### src/rtl/cpu_pkg.sv
// cpu_pkg: shared FSM state encodings and legal parameter limits for the phase generator.
// Latency: n/a (constants and a constant-evaluable legality check only).
// Backpressure: n/a.
package cpu_pkg;

  // FSM state encodings (kept as plain constants for legacy-compatible decode)
  localparam logic [1:0] ST_IDLE = 2'd0;
  localparam logic [1:0] ST_RUN  = 2'd1;
  localparam logic [1:0] ST_HOLD = 2'd2;

  // Legal parameter limits
  localparam int NPHASE_MIN    = 4;
  localparam int NPHASE_MAX    = 16;
  localparam int FETCH_LEN_MIN = 1;

  // True when the (NPHASE, FETCH_LEN, ALU_PHASE) triple is a legal configuration.
  // Fetch must leave at least two non-fetch phases, and the ALU pulse must land
  // after the fetch window but inside the instruction cycle.
  function automatic bit params_legal(input int nphase, input int fetch_len,
                                      input int alu_phase);
    return (nphase >= NPHASE_MIN) && (nphase <= NPHASE_MAX) &&
           (fetch_len >= FETCH_LEN_MIN) && (fetch_len <= nphase - 2) &&
           (alu_phase >= fetch_len) && (alu_phase <= nphase - 1);
  endfunction

endpackage

### src/rtl/phase_counter.sv
// phase_counter: binary phase register 0..NPHASE-1 with wrap flag and next-phase view.
// Latency: phase updates one sys_clk edge after clr/adv; wrap and phase_nxt are combinational.
// Backpressure: adv=0 freezes the phase; clr forces phase 0 and overrides adv.
// Ports: sys_clk, rst_n (async active-low) | clr, adv in | phase, phase_nxt, wrap out.
module phase_counter #(
  parameter int NPHASE = 8,
  parameter int PW     = $clog2(NPHASE)
) (
  input  logic          sys_clk,
  input  logic          rst_n,
  input  logic          clr,
  input  logic          adv,
  output logic [PW-1:0] phase,
  output logic [PW-1:0] phase_nxt,
  output logic          wrap
);

  assign wrap = (phase == PW'(NPHASE - 1));

  // Next phase is exported so the parent can register decoded outputs in step
  // with the phase register rather than one cycle behind it.
  always_comb begin
    phase_nxt = phase;
    if (clr) begin
      phase_nxt = '0;
    end else if (adv) begin
      phase_nxt = wrap ? '0 : phase + 1'b1;
    end
  end

  always_ff @(posedge sys_clk or negedge rst_n) begin
    if (!rst_n) begin
      phase <= '0;
    end else begin
      phase <= phase_nxt;
    end
  end

endmodule

### src/rtl/phase_gen.sv
// phase_gen: instruction-cycle phase sequencer (IDLE/RUN/HOLD) with fetch/alu/cycle decode.
// Latency: every output registered and aligned with phase; first RUN phase one edge after en.
// Backpressure: en=0/hold=1 only take effect at the cycle wrap; a started cycle always completes.
// Ports: sys_clk, rst_n (async active-low), clk (sys_clk pass-through), en, hold,
//        phase[PW], fetch, alu_ena, cycle_start, busy, instr_cnt[16].
// Option PHASE_GEN_STEP_EN adds step_mode/step: with step_mode=1, RUN advances only when step=1.
module phase_gen
  import cpu_pkg::*;
#(
  parameter int NPHASE    = 8,
  parameter int FETCH_LEN = 4,
  parameter int ALU_PHASE = 5,
  localparam int PW       = $clog2(NPHASE)
) (
  input  logic          sys_clk,
  input  logic          rst_n,
  output logic          clk,
  input  logic          en,
  input  logic          hold,
`ifdef PHASE_GEN_STEP_EN
  input  logic          step_mode,
  input  logic          step,
`endif
  output logic [PW-1:0] phase,
  output logic          fetch,
  output logic          alu_ena,
  output logic          cycle_start,
  output logic          busy,
  output logic [15:0]   instr_cnt
);

  if (!params_legal(NPHASE, FETCH_LEN, ALU_PHASE)) begin : g_param_err
    $error("phase_gen: illegal NPHASE/FETCH_LEN/ALU_PHASE combination");
  end

  assign clk = sys_clk;

  logic [1:0]    state;
  logic [1:0]    state_nxt;
  logic          adv;
  logic          run_adv;
  logic          wrap;
  logic [PW-1:0] phase_nxt;

`ifdef PHASE_GEN_STEP_EN
  assign adv = !step_mode || step;
`else
  assign adv = 1'b1;
`endif

  assign run_adv = (state == ST_RUN) && adv;

  // Phase only moves while running; any other state parks it at 0.
  phase_counter #(
    .NPHASE (NPHASE),
    .PW     (PW)
  ) u_phase_counter (
    .sys_clk   (sys_clk),
    .rst_n     (rst_n),
    .clr       (state != ST_RUN),
    .adv       (run_adv),
    .phase     (phase),
    .phase_nxt (phase_nxt),
    .wrap      (wrap)
  );

  // State changes out of RUN happen only at the wrap edge, so en/hold never
  // truncate a cycle. Dropping en beats hold at the wrap.
  always_comb begin
    state_nxt = state;
    case (state)
      ST_IDLE: begin
        if (en) state_nxt = ST_RUN;
      end
      ST_RUN: begin
        if (run_adv && wrap) begin
          if (!en)       state_nxt = ST_IDLE;
          else if (hold) state_nxt = ST_HOLD;
          else           state_nxt = ST_RUN;
        end
      end
      ST_HOLD: begin
        if (!en)       state_nxt = ST_IDLE;
        else if (!hold) state_nxt = ST_RUN;
      end
      default: state_nxt = ST_IDLE;
    endcase
  end

  // Outputs decoded from next-state/next-phase so they land on the same edge
  // as the phase register. alu_ena requires an actual advance into ALU_PHASE,
  // which keeps it a single pulse when stepping stalls on that phase.
  always_ff @(posedge sys_clk or negedge rst_n) begin
    if (!rst_n) begin
      state       <= ST_IDLE;
      fetch       <= 1'b0;
      alu_ena     <= 1'b0;
      cycle_start <= 1'b0;
      busy        <= 1'b0;
      instr_cnt   <= 16'd0;
    end else begin
      state       <= state_nxt;
      fetch       <= (state_nxt == ST_RUN) && (phase_nxt < PW'(FETCH_LEN));
      alu_ena     <= (state_nxt == ST_RUN) && run_adv && (phase_nxt == PW'(ALU_PHASE));
      cycle_start <= (state_nxt == ST_RUN) && (phase_nxt == '0);
      busy        <= (state_nxt != ST_IDLE);
      if (run_adv && wrap) begin
        instr_cnt <= instr_cnt + 16'd1;
      end
    end
  end

endmodule

### config.mk
export PLATFORM = sky130hd
export DESIGN_NAME = phase_gen
export DESIGN_NICKNAME = d
export VERILOG_FILES = /design/src/rtl/cpu_pkg.sv /design/src/rtl/phase_counter.sv /design/src/rtl/phase_gen.sv
export SDC_FILE = /design/constraint.sdc
export NUM_CORES = 1
export LEC_CHECK = 0
export CELL_PAD_IN_SITES_DETAIL_PLACEMENT = 1
export CELL_PAD_IN_SITES_GLOBAL_PLACEMENT = 1
export CORE_ASPECT_RATIO = 0.6
export CORE_UTILIZATION = 40
export DETAILED_ROUTE_END_ITERATION = 7
export PLACE_DENSITY = 0.93
export SYNTH_ARGS = -nofsm -noshare
export SYNTH_HDL_FRONTEND = slang
export SYNTH_SLANG_ARGS = --single-unit
### constraint.sdc
create_clock -name sys_clk -period 4.74 [get_ports sys_clk]
set_input_delay 0.948 -clock sys_clk [delete_from_list [all_inputs] [get_ports sys_clk]]
set_output_delay 0.948 -clock sys_clk [all_outputs]
set_load 0.1 [all_outputs]
==> impl_metrics.env <==
export IMPL_grt_max_degree=26
export IMPL_worst_pin_slew_ps=1120
export IMPL_first_global_vias=947
export IMPL_ys_async_sr_fraction_pct=100
export IMPL_ys_seq_area_share_pct=55.9
export IMPL_fin_skew_ps=9.99
export IMPL_postCtsSetupRepairBufs=0
export IMPL_setup_ws_ps=242
export IMPL_p_total_mw=1.14
export IMPL_drv_cap=0
export IMPL_wirelength_mm=2.82
export IMPL_critPathLaunchType="clock port"
export IMPL_coreArea_um2=2570
export IMPL_grt_remaining_overflow=0
export IMPL_grt_pass1_wl_mm=4.96
export IMPL_worst_path_max_fanout=2
export IMPL_antennaDiodeCount=0
export IMPL_powerDensity_nw_per_um2=759
export IMPL_drv_slew=0
export IMPL_gr_usage_met2_pct=38.3
export IMPL_io_pins=28
export IMPL_yosys_area_share_xor_xnor_pct=11.7
export IMPL_synthCells=96
export IMPL_status="completed"
export IMPL_final_area_um2=1510
export IMPL_synth_edff_count=0
export IMPL_busiest_layer="met2"
export IMPL_grt_met1_usage_pct=28.3
export IMPL_firstDrtPassIters=3
export IMPL_arrival_ps=3550
export IMPL_dieArea_um2=3020
export IMPL_muxShareOfSynthArea_pct=1.01
export IMPL_synth_seq_cells=25
export IMPL_synth_top_family_by_area="simple AND/OR/NAND/NOR gates"
export IMPL_hpwl_mm=2.12
export IMPL_synthSimpleGateAreaFrac_pct=23.2
export IMPL_grt_use_met3_pct=7.60
export IMPL_die_h_um=43.0
export IMPL_io_buffers=27
export IMPL_drive_above_1_share_pct=10.1
export IMPL_crit_required_ps=3790
export IMPL_clkTransAtPathRegs_ps=90
export IMPL_yosys_warnings=0
export IMPL_pre_cts_slack_ps=482
export IMPL_clock_latency_ps=390
export IMPL_finalSetupTns_ps=0
export IMPL_gp_congestion=0.783
export IMPL_drc_errors=0
export IMPL_cp_end_kind="primary output"
export IMPL_p_leak_nw=0.682
export IMPL_hold_class="flip-flop to flip-flop"
export IMPL_drt_iter0_markers=36
export IMPL_postRouteAntennaNets=0
export IMPL_postSynthAreaPerCell_um2=11.7
export IMPL_synth_compound_gate_area_share_pct=3.13
export IMPL_grt_usage_pct=23.4
export IMPL_rows=14
export IMPL_area_growth_pct=34.9
export IMPL_post_dp_cell_area_um2=1420
export IMPL_cts_tree="done"
export IMPL_fin_nets=137
export IMPL_antenna_found_initial=0
export IMPL_cts_resized=0
export IMPL_via_per_inst=5.28
export IMPL_yosys_area_share_adder_pct=3.36
export IMPL_rsz0062_at_grt="no"
export IMPL_dieWidth_um=70.3
export IMPL_finalHoldViolCount=0
export IMPL_synth_main_ff_cell="dfrtp_1"
export IMPL_finalHoldWorstSlack_ps=485
export IMPL_wl_per_cell_um=17.5
export IMPL_synth_distinct_cells=26
export IMPL_setup_viol=0
export IMPL_vdd_drop_max_mv=0.468
export IMPL_synthesis_area_um2=1120
export IMPL_worstSetupPathType="clock port to primary output"
export IMPL_worst_slew_margin_rel_pct=25.1
export IMPL_syn_nets=103
export IMPL_ctsHoldBuffers=0
export IMPL_start_util_pct=43.4
export IMPL_r2r_slack_ps=2610
export IMPL_vias=850
-- cell type report --
class	instances	area, µm²
Timing Repair Buffer	26	260
Tap cell	32	40.0
Sequential cell	25	626
Multi-Input combinational cell	67	474
Fill cell	273	1070
Clock inverter	1	5.00
Clock buffer	7	92.6
Inverter	3	11.3
-- cells in the final DEF (no fill, tap or decap), types with 2 or more instances in the layout --
cell,n
ha_1,3
nand2_1,6
nor2b_1,2
xor2_1,8
or2_2,2
dfrtp_1,25
clkdlybuf4s50_1,27
nand2b_1,5
inv_1,3
clkbuf_8,6
xnor2_1,7
and2_1,2
nand3_1,5
nor3_1,3
nor2_1,8
nand4_1,3
a21oi_1,3
-- report_power, final --
group	total [mW]	internal, mW	switching, mW	leakage (nW)
Clock	0.278	0.127	0.151	0.0510
Sequential	0.311	0.262	0.0491	0.327
Combinational	0.556	0.144	0.412	0.304
-- path summary, 6_finish.rpt --
check / start / cells after the start / to
max: sys_clk / 3 / clk
min: instr_cnt[15] / 1 / instr_cnt[15]
max reg2reg: u_phase_counter.phase[0] / 6 / instr_cnt[12]
min reg2reg: instr_cnt[15] / 1 / instr_cnt[15]
max in group asynchronous: rst_n / 1 / instr_cnt[5]
min in group asynchronous: rst_n / 1 / instr_cnt[4]
-- layer usage --
| layer | share of wire [%] | vias up |
|---|---|---|
| li1 | - | 391 |
| met2 | 49 | 24 |
| met1 | 45 | 427 |
| met5 | 0 | - |
| met3 | 4.5 | 8 |
| met4 | 1.8 | 0 |
-- registers in the layout, indices dropped and copies added (netlist names) --
signal                 cells
alu_ena                    1
busy                       1
cycle_start                1
fetch                      1
instr_cnt                 16
state                      2
u_phase_counter.phase      3
-- worst max-delay path, cell delays in order --
cell,delay [ps]
clkbuf_8,110
clkbuf_8,110
clkdlybuf4s50_1,950
-- cell usage after synthesis, types with 2 or more instances --
library cell / count / share of area, %
nand2_1: 6 / 2.0
xor2_1: 8 / 6.3
nor2b_1: 2 / 1.1
dfrtp_1: 25 / 56
xnor2_1: 7 / 5.5
nand4_1: 3 / 1.7
nand2b_1: 5 / 2.8
a21oi_1: 3 / 1.3
ha_1: 3 / 3.4
nor3_1: 3 / 1.3
nor2_1: 8 / 2.7
inv_1: 3 / 1.0
or2_2: 2 / 1.1
and2_1: 2 / 1.1
nand3_1: 5 / 2.2
-- cell families after synthesis --
family                     after synthesis
xor gates and xnor gates                15
AOI/OAI and AO/OA                        6
and+or+nand+nor                         42
muxes                                    1
DFF                                     25
adders and majority gates                3
buffers and inverters                    4
-- metrics by stage --
step | util (%) | cells
floorplan | - | 96
global placement | 55.2 | 154
detailed placement | 55.2 | 154
CTS | 58.6 | 161
global route | 58.6 | 161
finish | 58.6 | 161
Note: power is estimated with default switching activity, not from simulation.
